--- src/rtl/decode_stage_pkg.sv ---
// Shared ISA definitions for the 8-bit pipeline: opcodes, instruction field
// positions, default widths and a small per-opcode operand-usage lookup.
package decode_stage_pkg;

    localparam int DW_DEFAULT   = 8;
    localparam int NREG_DEFAULT = 4;
    localparam int ILEN         = 16;

    // Instruction field positions
    localparam int OPC_MSB = 15;
    localparam int OPC_LSB = 12;
    localparam int RD_MSB  = 11;
    localparam int RD_LSB  = 10;
    localparam int RS_MSB  = 9;
    localparam int RS_LSB  = 8;
    localparam int IMM_MSB = 7;
    localparam int IMM_LSB = 0;

    // Opcodes (shared with the ALU); 1010-1111 are illegal
    localparam logic [3:0] OP_NOP   = 4'b0000;
    localparam logic [3:0] OP_ADD   = 4'b0001;
    localparam logic [3:0] OP_LOAD  = 4'b0010;
    localparam logic [3:0] OP_STORE = 4'b0011;
    localparam logic [3:0] OP_LOADC = 4'b0100;
    localparam logic [3:0] OP_XOR   = 4'b0101;
    localparam logic [3:0] OP_AND   = 4'b0110;
    localparam logic [3:0] OP_SHL   = 4'b0111;
    localparam logic [3:0] OP_SHR   = 4'b1000;
    localparam logic [3:0] OP_ADDI  = 4'b1001;

    typedef struct packed {
        logic legal;    // opcode is defined
        logic reads_rd; // R[rd] is a source (op1 or store data)
        logic reads_rs; // R[rs] is a source (op2)
        logic writes;   // instruction writes rd
    } op_info_t;

    // Which register fields an opcode reads and whether it writes rd.
    function automatic op_info_t op_info(input logic [3:0] opc);
        op_info_t info;
        info = '0;
        case (opc)
            OP_NOP:   info = '{legal: 1'b1, reads_rd: 1'b0, reads_rs: 1'b0, writes: 1'b0};
            OP_ADD,
            OP_XOR,
            OP_AND:   info = '{legal: 1'b1, reads_rd: 1'b1, reads_rs: 1'b1, writes: 1'b1};
            OP_ADDI,
            OP_SHL,
            OP_SHR:   info = '{legal: 1'b1, reads_rd: 1'b1, reads_rs: 1'b0, writes: 1'b1};
            OP_LOAD,
            OP_LOADC: info = '{legal: 1'b1, reads_rd: 1'b0, reads_rs: 1'b0, writes: 1'b1};
            OP_STORE: info = '{legal: 1'b1, reads_rd: 1'b1, reads_rs: 1'b0, writes: 1'b0};
            default:  info = '0;
        endcase
        return info;
    endfunction

endpackage

--- src/rtl/decode_stage_reg_file.sv ---
// Register file: NREG x DW, one synchronous write port, two combinational
// read ports, asynchronous clear. No write-through; the decode stage bypasses.
module reg_file
    import decode_stage_pkg::*;
#(
    parameter int DW   = DW_DEFAULT,
    parameter int NREG = NREG_DEFAULT,
    localparam int AW  = $clog2(NREG)
) (
    input  logic          clk,
    input  logic          rst,
    input  logic          wr_en,
    input  logic [AW-1:0] wr_addr,
    input  logic [DW-1:0] wr_data,
    input  logic [AW-1:0] rd_addr_a,
    output logic [DW-1:0] rd_data_a,
    input  logic [AW-1:0] rd_addr_b,
    output logic [DW-1:0] rd_data_b
);

    logic [DW-1:0] regs [NREG];

    // Storage update: clear on reset, write on enabled clock edge
    always_ff @(posedge clk or posedge rst) begin
        if (rst) begin
            for (int i = 0; i < NREG; i++) begin
                regs[i] <= '0;
            end
        end else if (wr_en) begin
            regs[wr_addr] <= wr_data;
        end
    end

    assign rd_data_a = regs[rd_addr_a];
    assign rd_data_b = regs[rd_addr_b];

endmodule

--- src/rtl/decode_stage.sv ---
// Instruction decode / operand fetch. Reads the register file, forwards from
// EX, MEM and WB, stalls IF for one cycle on a load-use dependency and
// registers the ALU-facing ID/EX fields.
//
// Handshake: IF presents if_instr when if_valid is high. The instruction is
// consumed on a rising edge only when if_stall is low; while if_stall is high
// IF must hold if_instr and the stage issues a bubble instead.
module decode_stage
    import decode_stage_pkg::*;
#(
    parameter int DW   = DW_DEFAULT,
    parameter int NREG = NREG_DEFAULT,
    localparam int AW  = $clog2(NREG)
) (
    input  logic            clk,
    input  logic            rst,
    input  logic            if_valid,
    input  logic [ILEN-1:0] if_instr,
    output logic            if_stall,
    input  logic [DW-1:0]   ex_alu_out,
    input  logic            mem_fwd_en,
    input  logic [AW-1:0]   mem_fwd_rd,
    input  logic [DW-1:0]   mem_fwd_data,
    input  logic            wb_en,
    input  logic [AW-1:0]   wb_rd,
    input  logic [DW-1:0]   wb_data,
    output logic            id_valid,
    output logic [3:0]      id_mode,
    output logic [DW-1:0]   id_operand1,
    output logic [DW-1:0]   id_operand2,
    output logic [DW-1:0]   id_store_data,
    output logic [AW-1:0]   id_rd,
    output logic            id_wr_en
);

    logic [3:0]    opc;
    logic [AW-1:0] rd_idx;
    logic [AW-1:0] rs_idx;
    logic [7:0]    imm8;
    op_info_t      info;

    assign opc    = if_instr[OPC_MSB:OPC_LSB];
    assign rd_idx = if_instr[RD_MSB:RD_LSB];
    assign rs_idx = if_instr[RS_MSB:RS_LSB];
    assign imm8   = if_instr[IMM_MSB:IMM_LSB];
    assign info   = op_info(opc);

    logic [DW-1:0] rf_rd_val;
    logic [DW-1:0] rf_rs_val;

    reg_file #(
        .DW   (DW),
        .NREG (NREG)
    ) u_reg_file (
        .clk       (clk),
        .rst       (rst),
        .wr_en     (wb_en),
        .wr_addr   (wb_rd),
        .wr_data   (wb_data),
        .rd_addr_a (rd_idx),
        .rd_data_a (rf_rd_val),
        .rd_addr_b (rs_idx),
        .rd_data_b (rf_rs_val)
    );

    // A LOAD in EX has no data yet, so it is never an EX forwarding source.
    logic ex_fwd_ok;
    logic load_in_ex;
    logic hazard;

    assign ex_fwd_ok  = id_valid && id_wr_en && (id_mode != OP_LOAD);
    assign load_in_ex = id_valid && id_wr_en && (id_mode == OP_LOAD);
    assign hazard     = if_valid && load_in_ex &&
                        ((info.reads_rd && (rd_idx == id_rd)) ||
                         (info.reads_rs && (rs_idx == id_rd)));
    assign if_stall   = hazard;

    logic [DW-1:0] rd_val;
    logic [DW-1:0] rs_val;

    // Source selection, lowest priority first so later matches override:
    // register file, WB write-through, MEM forward, EX forward.
    always_comb begin
        rd_val = rf_rd_val;
        if (wb_en && (wb_rd == rd_idx))           rd_val = wb_data;
        if (mem_fwd_en && (mem_fwd_rd == rd_idx)) rd_val = mem_fwd_data;
        if (ex_fwd_ok && (id_rd == rd_idx))       rd_val = ex_alu_out;

        rs_val = rf_rs_val;
        if (wb_en && (wb_rd == rs_idx))           rs_val = wb_data;
        if (mem_fwd_en && (mem_fwd_rd == rs_idx)) rs_val = mem_fwd_data;
        if (ex_fwd_ok && (id_rd == rs_idx))       rs_val = ex_alu_out;
    end

    logic            nxt_valid;
    logic [3:0]      nxt_mode;
    logic [DW-1:0]   nxt_op1;
    logic [DW-1:0]   nxt_op2;
    logic [DW-1:0]   nxt_store;
    logic [AW-1:0]   nxt_rd;
    logic            nxt_wr_en;

    // Next ID/EX contents: bubble when idle or stalled, otherwise map operands
    // by opcode; illegal opcodes issue as a valid NOP.
    always_comb begin
        nxt_valid = 1'b0;
        nxt_mode  = OP_NOP;
        nxt_op1   = '0;
        nxt_op2   = '0;
        nxt_store = '0;
        nxt_rd    = '0;
        nxt_wr_en = 1'b0;
        if (if_valid && !hazard) begin
            nxt_valid = 1'b1;
            if (info.legal) begin
                nxt_mode  = opc;
                nxt_wr_en = info.writes;
                nxt_rd    = info.writes ? rd_idx : '0;
                case (opc)
                    OP_ADD, OP_XOR, OP_AND: begin
                        nxt_op1 = rd_val;
                        nxt_op2 = rs_val;
                    end
                    OP_ADDI: begin
                        nxt_op1 = rd_val;
                        nxt_op2 = DW'(imm8);
                    end
                    OP_SHL, OP_SHR: begin
                        nxt_op1 = rd_val;
                    end
                    OP_LOAD, OP_LOADC: begin
                        nxt_op1 = DW'(imm8);
                    end
                    OP_STORE: begin
                        nxt_op1   = DW'(imm8);
                        nxt_store = rd_val;
                    end
                    default: begin
                        nxt_op1 = '0;
                    end
                endcase
            end
        end
    end

    // ID/EX boundary register
    always_ff @(posedge clk or posedge rst) begin
        if (rst) begin
            id_valid      <= 1'b0;
            id_mode       <= '0;
            id_operand1   <= '0;
            id_operand2   <= '0;
            id_store_data <= '0;
            id_rd         <= '0;
            id_wr_en      <= 1'b0;
        end else begin
            id_valid      <= nxt_valid;
            id_mode       <= nxt_mode;
            id_operand1   <= nxt_op1;
            id_operand2   <= nxt_op2;
            id_store_data <= nxt_store;
            id_rd         <= nxt_rd;
            id_wr_en      <= nxt_wr_en;
        end
    end

endmodule

--- config.mk ---
export PLATFORM = sky130hd
export DESIGN_NAME = decode_stage
export DESIGN_NICKNAME = d
export VERILOG_FILES = /design/src/rtl/decode_stage_pkg.sv /design/src/rtl/decode_stage_reg_file.sv /design/src/rtl/decode_stage.sv
export SDC_FILE = /design/constraint.sdc
export NUM_CORES = 1
export LEC_CHECK = 0
export BUFFER_PORTS_ARGS = -buffer_cell sky130_fd_sc_hd__buf_4
export CAP_MARGIN = 25
export CORE_AREA = 2 2 127 129
export DETAILED_ROUTE_END_ITERATION = 10
export DIE_AREA = 0 0 129 131
export GPL_TIMING_DRIVEN = 0
export SETUP_SLACK_MARGIN = 0.02
export SYNTH_ARGS = -nofsm -noshare
export SYNTH_HDL_FRONTEND = slang
export SYNTH_SLANG_ARGS = --single-unit
--- constraint.sdc ---
create_clock -name clk -period 2.2 [get_ports clk]
set_clock_uncertainty 0.1 [all_clocks]
set_input_delay 0.11 -clock clk [delete_from_list [all_inputs] [get_ports clk]]
set_output_delay 0.11 -clock clk [all_outputs]
set_load 0.05 [all_outputs]
==> qor.csv, run 1 <==
stage,metric,value,unit
global_routing,initial antenna violation count,2,
drt,drt pass-1 iters,5,
logic_synthesis,"Warnings, synthesis",0,
logic_synthesis,Synth Cell Area,0.00378,sq mm
logic_synthesis,sequential element share of the synthesized area,0.423,
sta,min cycle time layout,2030,ps
setup_path,Worst path max stage delay,430,ps
sta,Slew HR,0.500,
setup_path,crit path max-delay cell type,nor2_1,
drt,M1 WL,4830,um
drt,met3 wire len,675,um
finish,Layout area overhead,37.5,%
clock_tree,TritonCTS clock tree,done,
global_routing,first-pass GRT wire length,17600,um
setup_path,Worst setup EP type,register,
logic_synthesis,Post-synth EDFFs,0,
logic_synthesis,Mean Syn Cell Area,11.7,sq um
sta,Max Clock Freq,493,MHz
pwr,pwr dens,719,mW/mm^2
floorplan,initial core utilization,0.243,
placed_design,PortBufs,79,
global_routing,GR Overflow Total,0,
logic_synthesis,library cells used by synthesis,47,
logic_synthesis,largest family of logic cells by synthesized area,multiplexers,
setup_path,crit path max fanout,9,
global_routing,largest net degree at the start of global routing,34,
floorplan,I/O pin count,82,
drt,DR iter-0 viols,253,
clock_tree,Worst-Skew Late Latency,330,ps
sta,count of pins over their slew limit,0,
floorplan,die span in y,131,um
drt,Via Count,3212,
setup_path,element type at the critical path start,register,
logic_synthesis,number of synthesized register bits,64,
floorplan,Die W,129,um
drt,highest routed layer,met5,
floorplan,full die area,0.0169,sq mm
logic_synthesis,Post-Synth Adder-Cell Area,0.0132,
logic_synthesis,post-synthesis mux area share,0.194,
logic_synthesis,Commonest cells post-synth,"dfrtp_1, mux2_2, o211ai_1, nand3_1",
drt,met2 WL,5530,um
sta,"Hold Vio Cnt, Final",0,
setup_path,R2R cell count,6,
setup_path,CP Capture Point,id_operand1[7],
min_path,HP Class,input port to register,
setup_path,CP cell instances,"nor4b_4, buf_4, nor4_4, nor2_1, o211ai_1, a21oi_2",
finish,register area,0.00160,sq mm
sta,Slew @ Worst Pin,746,ps
finish,fillcell total,1552,
clock_tree,cts bufs inserted,9,
logic_synthesis,synth top area cells,"dfrtp_1, mux2_2, mux4_2",
sta,RSZ-0062 raised after global routing,false,
job,Max-Cap Viols,0,
logic_synthesis,Synth area leader,dfrtp_1,
logic_synthesis,Post-Syn Nets,377,
placed_design,gp weighted congestion,0.828,
setup_path,required time worst endpoint,2350,ps
drt,routed vias/inst,4.87,
sta,final worst path period share,0.922,
logic_synthesis,share of the synthesized area in the top cell type,0.423,
setup_path,Worst Path Arrival,2180,ps
drt,antenna-violating nets left,0,
logic_synthesis,area fraction in compound gates after synthesis,0.175,
setup_path,Buf/Inv on CP,1,
pwr,Leak,2.16,nW
finish,Multi-input gate area,0.00207,sq mm
status,status,finished clean,
finish,fin util,0.334,
setup_path,RR Startpoint,id_mode[2],
floorplan,Rows,46,
setup_path,worst setup path class,register to register,
setup_path,Crit Reg-Reg Endpoint,id_operand1[7],
drt,WL/cell,17.0,um
clock_tree,Clock Tree Buf Depth,2,
logic_synthesis,Synth Area in XOR/XNOR,0.0390,
drt,final wirelength,11200,um
placed_design,Post-DP HPWL,8890,um
setup_path,crit path launch,id_mode[2],
drt,DR DRC count,0,
sta,Final setup viols,0,
clock_tree,CTS Root Buffer Type,clkbuf_16,
floorplan,core area,0.0156,sq mm
setup_path,cell count along the critical path,6,
finish,Layout Nets,491,
finish,layout cells sized above 1,0.410,
global_routing,vias in the first global route,3347,
logic_synthesis,async set-or-reset flop fraction in the synthesized netlist,1.00,
global_routing,all-layer global routing usage,0.136,
pwr,Max IR drop VDD,0.366,mV
setup_path,reg2reg setup slack,170,ps
logic_synthesis,simple logic cell fraction of the synthesized area,0.120,
logic_synthesis,most common cell in the netlist,dfrtp_1,
logic_synthesis,Gate Count Post-Synth,324,
sta,Sum Neg Setup Slack,0,ps
setup_path,"delay-heaviest family, CP",simple AND/OR/NAND/NOR gates,
clock_tree,htree depth,3,
clock_tree,"Clk pin slew, worst setup/hold paths",50,ps
logic_synthesis,top_reg_cell synth,dfrtp_1,
clock_tree,clock sink count,64,
[power breakdown]
| group | internal (mW) | switching, mW |
|---|---|---|
| Clock | 0.894 | 0.481 |
| Combinational | 0.453 | 0.507 |
| Sequential | 1.32 | 0.0927 |
[logic make-up (layout without fill, tap and decap cells)]
logic type	Yosys count	count (layout)
buffers and inverters	26	144
AO/OA/AOI/OAI	89	89
multiplexers	49	49
flip-flops	64	64
XOR/XNOR	16	16
other	0	1
adder cells (fa/ha/maj)	4	4
AND/OR/NAND/NOR	76	76
[how the worst min path moves through the flow]
stage / start / to / slack, ps / cells past startpoint
final: if_instr[1] / id_operand1[1] / 20 / 3
after global routing: if_instr[4] / id_operand1[4] / 40 / 3
after CTS: if_instr[1] / id_operand1[1] / 10 / 3
after detailed placement: rst / u_reg_file.regs[14] / 170 / 2
after global placement: if_instr[13] / id_mode[3] / 220 / 2
after floorplan: if_instr[13] / id_mode[3] / 80 / 1
[cells in the final DEF (no fill, tap or decap), types with 2 or more instances in the layout]
master / netlist / routed
o211ai_1: 23 / 23
nand3b_1: 2 / 2
nor4b_1: 2 / 2
xor2_1: 7 / 7
a22oi_1: 16 / 16
inv_2: 1 / 2
clkinv_2: 0 / 3
clkbuf_16: 0 / 9
ha_1: 4 / 4
mux2_2: 32 / 32
dlygate4sd3_1: 0 / 21
o31ai_1: 16 / 16
a21oi_2: 8 / 8
nand4_1: 17 / 17
a21oi_1: 17 / 17
nor2_1: 9 / 7
buf_4: 6 / 87
nor2b_1: 3 / 3
buf_2: 7 / 7
mux4_2: 15 / 15
dfrtp_1: 64 / 64
nand3_1: 19 / 19
inv_1: 5 / 4
nor2_2: 0 / 2
nand2_1: 11 / 11
clkbuf_1: 3 / 4
buf_1: 2 / 2
nor3_1: 2 / 2
nor3_2: 2 / 2
o21ai_1: 2 / 2
xnor2_1: 8 / 8
[area by class of cell]
class	count	share of cell area
Clock inverter	4	0.00866
Antenna cell	1	0.000481
Clock buffer	11	0.0467
Tap cell	216	0.0519
Sequential cell	64	0.308
Inverter	7	0.00505
Buffer	19	0.0212
Multi-Input combinational cell	234	0.397
Timing Repair Buffer	103	0.161
[routing by layer]
layer  GRT usage  vias to the layer above
li1            -                     1500
met1       0.165                     1581
met2       0.233                      112
met3      0.0391                       17
met4      0.0473                        2
met5           0                        -
[state kept, by name (all words and copies together), names as in the netlist]
name / count
id_wr_en: 1
id_rd: 2
id_mode: 4
id_operand2: 8
id_valid: 1
id_operand1: 8
u_reg_file.regs: 32
id_store_data: 8
[worst min-delay path, delay by kind of cell]
family | cells | cell delay (ps)
AOI/OAI and AO/OA | 2 | 210
buffers and inverters | 1 | 90
[metrics by stage]
step                area [sq um]  setup WS, ps  std cells  total power [mW]  hold WS, ps
floorplan                   3790           123        324              2.04         80.9
global placement            4650          -229        619              2.31          224
detailed placement          4670         -17.3        620              2.35          169
CTS                         5180           127        656              3.77         12.5
global route                5200          11.1        658              3.92         37.8
finish                      5200           171        659              3.74         20.1
[what timing repair did]
action	CTS	global route
hold buffers	21	0
endpoints found under the hold margin	75	0
gates resized for setup	1	2
pin swaps	0	1
endpoints found under the setup margin	19	7
buffers inserted	0	2
Note: power is estimated with default switching activity, not from simulation.
==> run 2, diff against run 1 <==
--- a/config.mk
+++ b/config.mk
@@ -7,10 +7,13 @@
 export LEC_CHECK = 0
 export BUFFER_PORTS_ARGS = -buffer_cell sky130_fd_sc_hd__buf_4
 export CAP_MARGIN = 25
-export CORE_AREA = 2 2 127 129
+export CELL_PAD_IN_SITES_DETAIL_PLACEMENT = 1
+export CELL_PAD_IN_SITES_GLOBAL_PLACEMENT = 1
+export CORE_AREA = 2 2 97 99
 export DETAILED_ROUTE_END_ITERATION = 10
-export DIE_AREA = 0 0 129 131
+export DIE_AREA = 0 0 99 101
 export GPL_TIMING_DRIVEN = 0
+export PLACE_DENSITY_LB_ADDON = 0.1
 export SETUP_SLACK_MARGIN = 0.02
 export SYNTH_ARGS = -nofsm -noshare
 export SYNTH_HDL_FRONTEND = slang
==> qor.csv, run 2 (same netlist as run 1, synthesis figures left out) <==
stage,metric,value,unit,change
drt,M1 WL,4940,um,was 4830 um
placed_design,gp weighted congestion,0.806,,was 0.828
clock_tree,Clock Tree Buf Depth,2,,unchanged
floorplan,I/O pin count,82,,unchanged
pwr,Internal,2.42,mW,was 2.66 mW
floorplan,die span in y,101,um,was 131 um
min_path,HP Class,input port to register,,unchanged
sta,Final setup viols,0,,unchanged
finish,"Most flops, register",u_reg_file.regs,,unchanged
clock_tree,CTS Root Buffer Type,clkbuf_8,,was clkbuf_16
clock_tree,htree depth,3,,unchanged
global_routing,first-pass GRT wire length,18900,um,was 17600 um
drt,DR iter-0 viols,97,,was 253
pwr,Sw Pwr,1.14,mW,was 1.08 mW
drt,antenna-violating nets left,0,,unchanged
pwr,Max IR drop VDD,0.368,mV,was 0.366 mV
drt,met2 WL,5800,um,was 5530 um
floorplan,full die area,0.0100,sq mm,was 0.0169 sq mm
placed_design,Post-DP HPWL,8480,um,was 8890 um
sta,min cycle time layout,2010,ps,was 2030 ps
global_routing,vias in the first global route,3499,,was 3347
drt,drt pass-1 iters,4,,was 5
global_routing,initial antenna violation count,0,,was 2
finish,fillcell total,966,,was 1552
setup_path,required time worst endpoint,2390,ps,was 2350 ps
finish,max reg flops,32,,unchanged
drt,Via Count,3246,,was 3212
pwr,Final Power,3.57,mW,was 3.74 mW
global_routing,all-layer global routing usage,0.242,,was 0.136
setup_path,Worst Path Arrival,2200,ps,was 2180 ps
pwr,switching power as a share of total power,0.320,,was 0.289
setup_path,Worst setup EP type,register,,unchanged
floorplan,Rows,35,,was 46
finish,antenna cell count,0,,was 1
sta,Max Clock Freq,498,MHz,was 493 MHz
clock_tree,"Clk pin slew, worst setup/hold paths",80,ps,was 50 ps
finish,Non-Filler Instances,564,,was 659
placed_design,PortBufs,79,,unchanged
global_routing,largest net degree at the start of global routing,34,,unchanged
setup_path,crit path max-delay cell type,dfrtp_1,,was nor2_1
clock_tree,Worst-Skew Late Latency,360,ps,was 330 ps
pwr,Leak,2.17,nW,was 2.16 nW
sta,count of pins over their slew limit,0,,unchanged
drt,final wirelength,11400,um,was 11200 um
drt,WL/cell,20.1,um,was 17.0 um
finish,Layout Nets,501,,was 491
setup_path,element type at the critical path start,register,,unchanged
setup_path,CP cell instances,"nor4b_4, buf_4, nor4_4, nor2_1, o211ai_1, a21oi_2",,unchanged
placed_design,placed cell count,515,,was 620
floorplan,core area,0.00898,sq mm,was 0.0156 sq mm
sta,Hold Slack,13.7,ps,was 20.1 ps
sta,Slew @ Worst Pin,767,ps,was 746 ps
setup_path,worst setup path class,register to register,,unchanged
clock_tree,TritonCTS clock tree,done,,unchanged
drt,highest routed layer,met4,,was met5
finish,most frequent cells in the layout,"buf_4, dfrtp_1, mux2_2",,unchanged
finish,layout cells sized above 1,0.404,,was 0.410
floorplan,Die W,99,um,was 129 um
job,Max-Cap Viols,0,,unchanged
global_routing,GR Overflow Total,0,,unchanged
finish,Layout area overhead,34.7,%,was 37.5%
setup_path,reg2reg setup slack,190,ps,was 170 ps
pwr,Gate power share,0.274,,was 0.257
drt,DR DRC count,0,,unchanged
pwr,pwr dens,700,mW/mm^2,was 719 mW/mm^2
drt,routed vias/inst,5.76,,was 4.87
floorplan,initial core utilization,0.421,,was 0.243
clock_tree,cts bufs inserted,9,,unchanged
status,status,finished clean,,unchanged
drt,met3 wire len,472,um,was 675 um
setup_path,Worst path max stage delay,410,ps,was 430 ps
pwr,clock share of power,0.333,,was 0.367
sta,Sum Neg Setup Slack,0,ps,unchanged
sta,RSZ-0062 raised after global routing,false,,unchanged
sta,final worst path period share,0.913,,was 0.922
setup_path,crit path max fanout,7,,was 9
sta,Slew HR,0.486,,was 0.500
pwr,Flop pwr share,0.393,,was 0.376
sta,"Hold Vio Cnt, Final",0,,unchanged
clock_tree,clock sink count,64,,unchanged
finish,"most common cell after layout, fill and taps aside",buf_4,,unchanged
-- run 2: worst max-delay path: cells and delay by family (launching register included) --
| kind | cells | cell delay, ps |
|---|---|---|
| flops | 1 | 410 |
| compound gates | 2 | 370 |
| buf+inv | 1 | 190 |
| simple gates | 3 | 860 |
-- run 2: per-stage QoR --
| stage | setup WS, ps | cell area, sq um | utilization |
|---|---|---|---|
| floorplan | 123 | 3790 | - |
| global placement | -468 | 4520 | 0.503 |
| detailed placement | -23.5 | 4540 | 0.506 |
| CTS | 72.9 | 5070 | 0.565 |
| global route | 85.0 | 5100 | 0.568 |
| finish | 191 | 5100 | 0.568 |
-- run 2: per-layer routing --
metal	vias to the layer above	global-route usage
met5	-	0
met4	0	0.0811
met3	15	0.0374
met2	83	0.420
met1	1624	0.310
li1	1524	-
-- run 2: final cells by class --
type	instances	area, sq um	share of cell area
Multi-Input combinational cell	234	2060	0.404
Inverter	7	26.3	0.00515
Clock inverter	7	103	0.0201
Sequential cell	64	1600	0.314
Timing Repair Buffer	113	936	0.184
Tap cell	111	139	0.0272
Clock buffer	9	124	0.0243
Buffer	19	111	0.0218
-- run 2: timing repair --
item,in CTS,in global routing
hold buffers,30,0
resized for setup,1,1
endpoints found under the hold margin,87,0
gates cloned,0,0
pin swaps,0,2
endpoints found under the setup margin,28,16
buffers inserted,0,3
-- run 2: power by group through the flow --
stage | Sequential, mW | Combinational (mW) | Clock, mW
after detailed placement | 1.42 | 0.933 | 0
after CTS | 1.40 | 0.979 | 1.20
final | 1.40 | 0.978 | 1.19
after global routing | 1.42 | 1.06 | 1.25
after floorplan | 1.48 | 0.558 | 0
after global placement | 1.41 | 0.905 | 0
-- run 2: path summary, 6_finish.rpt --
kind,cells past startpoint,from,to
setup / recovery,6,id_mode[2],id_operand1[2]
setup reg to reg,6,id_mode[2],id_operand1[2]
max in group asynchronous,4,rst,id_operand1[7]
hold / removal,3,mem_fwd_data[1],id_store_data[1]
hold reg to reg,1,u_reg_file.regs[7],u_reg_file.regs[7]
min in group asynchronous,3,rst,id_rd[0]
==> run 3, diff against run 2 <==
--- a/config.mk
+++ b/config.mk
@@ -9,9 +9,9 @@
 export CAP_MARGIN = 25
 export CELL_PAD_IN_SITES_DETAIL_PLACEMENT = 1
 export CELL_PAD_IN_SITES_GLOBAL_PLACEMENT = 1
-export CORE_AREA = 2 2 97 99
+export CORE_AREA = 4 4 99 101
 export DETAILED_ROUTE_END_ITERATION = 10
-export DIE_AREA = 0 0 99 101
+export DIE_AREA = 0 0 103 105
 export GPL_TIMING_DRIVEN = 0
 export PLACE_DENSITY_LB_ADDON = 0.1
 export SETUP_SLACK_MARGIN = 0.02
==> qor.csv, run 3 (same netlist as run 1, synthesis figures left out) <==
stage,metric,value,unit,change
placed_design,PortBufs,79,,unchanged
setup_path,"delay-heaviest family, CP",simple AND/OR/NAND/NOR gates,,unchanged
floorplan,initial core utilization,0.419,,was 0.421
clock_tree,cts bufs inserted,9,,unchanged
job,Max-Cap Viols,0,,unchanged
drt,Via Count,3231,,was 3246
sta,RSZ-0062 raised after global routing,false,,unchanged
sta,min cycle time layout,2060,ps,was 2010 ps
floorplan,die span in y,105,um,was 101 um
setup_path,crit path max-delay cell type,nor4b_4,,was dfrtp_1
setup_path,CP cell instances,"nor4b_4, nand4_1, nor2_2, buf_4",,"was nor4b_4, buf_4, nor4_4, nor2_1, o211ai_1, a21oi_2"
clock_tree,htree depth,3,,unchanged
floorplan,Die W,103,um,was 99 um
sta,Slew @ Worst Pin,770,ps,was 767 ps
finish,Non-Filler Instances,556,,was 564
clock_tree,Worst-Skew Late Latency,350,ps,was 360 ps
global_routing,initial antenna violation count,0,,unchanged
sta,Slew HR,0.484,,was 0.486
setup_path,required time worst endpoint,1990,ps,was 2390 ps
setup_path,Worst setup EP type,output port,,was register
floorplan,Rows,35,,unchanged
placed_design,Post-DP HPWL,8550,um,was 8480 um
drt,DR DRC count,0,,unchanged
pwr,Max IR drop VDD,0.400,mV,was 0.368 mV
setup_path,Worst path max stage delay,460,ps,was 410 ps
setup_path,crit path max fanout,4,,was 7
placed_design,dpl ws,-8.80,ps,was -23.5 ps
drt,routed vias/inst,5.81,,was 5.76
placed_design,placed cell count,515,,unchanged
drt,antenna-violating nets left,0,,unchanged
pwr,pwr dens,663,mW/mm^2,was 700 mW/mm^2
finish,fillcell total,953,,was 966
sta,PnR worst setup slack,135,ps,was 191 ps
clock_tree,clock sink count,64,,unchanged
drt,final wirelength,11300,um,was 11400 um
clock_tree,Post-CTS Setup Bufs,0,,unchanged
clock_tree,TritonCTS clock tree,done,,unchanged
finish,Multi-input gate area,0.00206,sq mm,unchanged
finish,most frequent cells in the layout,"buf_4, dfrtp_1, mux2_2",,unchanged
drt,WL/cell,20.3,um,was 20.1 um
status,status,finished clean,,unchanged
floorplan,core area,0.00902,sq mm,was 0.00898 sq mm
finish,max reg flops,32,,unchanged
min_path,HP Class,input port to register,,unchanged
pwr,Leak,2.11,nW,was 2.17 nW
clock_tree,Clock Tree Buf Depth,2,,unchanged
finish,"Most flops, register",u_reg_file.regs,,unchanged
setup_path,element type at the critical path start,register,,unchanged
sta,final worst path period share,0.938,,was 0.913
setup_path,worst setup path class,register to output port,,was register to register
finish,layout cells sized above 1,0.398,,was 0.404
clock_tree,"Clk pin slew, worst setup/hold paths",70,ps,was 80 ps
clock_tree,CTS Root Buffer Type,clkbuf_8,,unchanged
sta,count of pins over their slew limit,0,,unchanged
setup_path,Buf/Inv on CP,1,,unchanged
global_routing,vias in the first global route,3478,,was 3499
sta,Max Clock Freq,484,MHz,was 498 MHz
global_routing,largest net degree at the start of global routing,38,,was 34
placed_design,gp weighted congestion,0.852,,was 0.806
global_routing,all-layer global routing usage,0.221,,was 0.242
floorplan,I/O pin count,82,,unchanged
finish,Layout area overhead,31.6,%,was 34.7%
finish,register area,0.00160,sq mm,unchanged
finish,"most common cell after layout, fill and taps aside",buf_4,,unchanged
drt,drt pass-1 iters,4,,unchanged
drt,DR iter-0 viols,141,,was 97
floorplan,full die area,0.0108,sq mm,was 0.0100 sq mm
global_routing,GR Overflow Total,0,,unchanged
global_routing,first-pass GRT wire length,18600,um,was 18900 um
finish,Layout Nets,494,,was 501
sta,"Hold Vio Cnt, Final",0,,unchanged
sta,Final setup viols,0,,unchanged
setup_path,Worst Path Arrival,1850,ps,was 2200 ps
finish,antenna cell count,0,,unchanged
-- run 3: changes by cell type in the layout (fill, tap and decap cells not counted), sizes merged --
cell	before	now
inv	8	6
bufinv	2	0
clkbuf	13	15
buf	98	96
dlygate4sd3	30	26
-- run 3: stage by stage --
step | power (mW) | hold slack, ps | TNS (ps) | cell area [sq um] | utilization
after floorplan | 2.04 | 80.9 | 0 | 3790 | -
after global placement | 2.32 | 215 | -24140 | 4520 | 0.501
after detailed placement | 2.36 | 145 | -24.6 | 4540 | 0.503
after CTS | 3.32 | 0.850 | 0 | 4980 | 0.552
after global routing | 3.47 | 18.7 | 0 | 4980 | 0.552
final | 3.30 | 9.33 | 0 | 4980 | 0.552
-- run 3: metal layers --
layer  vias to the layer above  GRT usage  wire [um]  part of all wire
met3                        16     0.0354        539             0.048
li1                       1502          -          -                 -
met1                      1621      0.283       4800              0.43
met4                         0     0.0685        146             0.013
met2                        92      0.377       5810              0.51
met5                         -          0          0                 0
-- run 3: worst paths after layout --
| kind | startpoint | end | slack [ps] | depth (start not counted) |
|---|---|---|---|---|
| worst min-delay path | if_instr[7] | id_operand1[7] | 9 | 3 |
| worst max-delay path | id_mode[0] | if_stall | 140 | 4 |
| worst max register to register | id_rd[1] | id_operand2[6] | 160 | 6 |
| min in group asynchronous | rst | id_rd[0] | 300 | 3 |
| worst min register to register | u_reg_file.regs[15] | u_reg_file.regs[15] | 440 | 1 |
| max in group asynchronous | rst | id_operand1[0] | 1070 | 4 |
-- run 3: timing repair --
| action | 4_1_cts | 5_1_grt |
|---|---|---|
| endpoints found under the setup margin | 13 | 0 |
| endpoints found under the hold margin | 81 | 0 |
| hold buffers | 26 | 0 |
| gates resized for setup | 1 | 0 |
-- run 3: area by class of cell --
cell class,count,share of cell area
Sequential cell,64,0.322
Multi-Input combinational cell,234,0.413
Timing Repair Buffer,106,0.175
Inverter,7,0.00528
Tap cell,111,0.0279
Buffer,19,0.0221
Clock buffer,12,0.0312
Clock inverter,3,0.00352
-- run 3: power by group --
group / leakage [nW] / switching [mW] / internal (mW) / total [mW]
clock: 0.0882 / 0.460 / 0.461 / 0.921
sequential: 0.815 / 0.0929 / 1.31 / 1.41
combinational: 1.21 / 0.516 / 0.457 / 0.973
-- run 3: worst min-delay path: stages --
cell     delay [ps]
buf_4            90
a22oi_1          90
a21oi_2         130
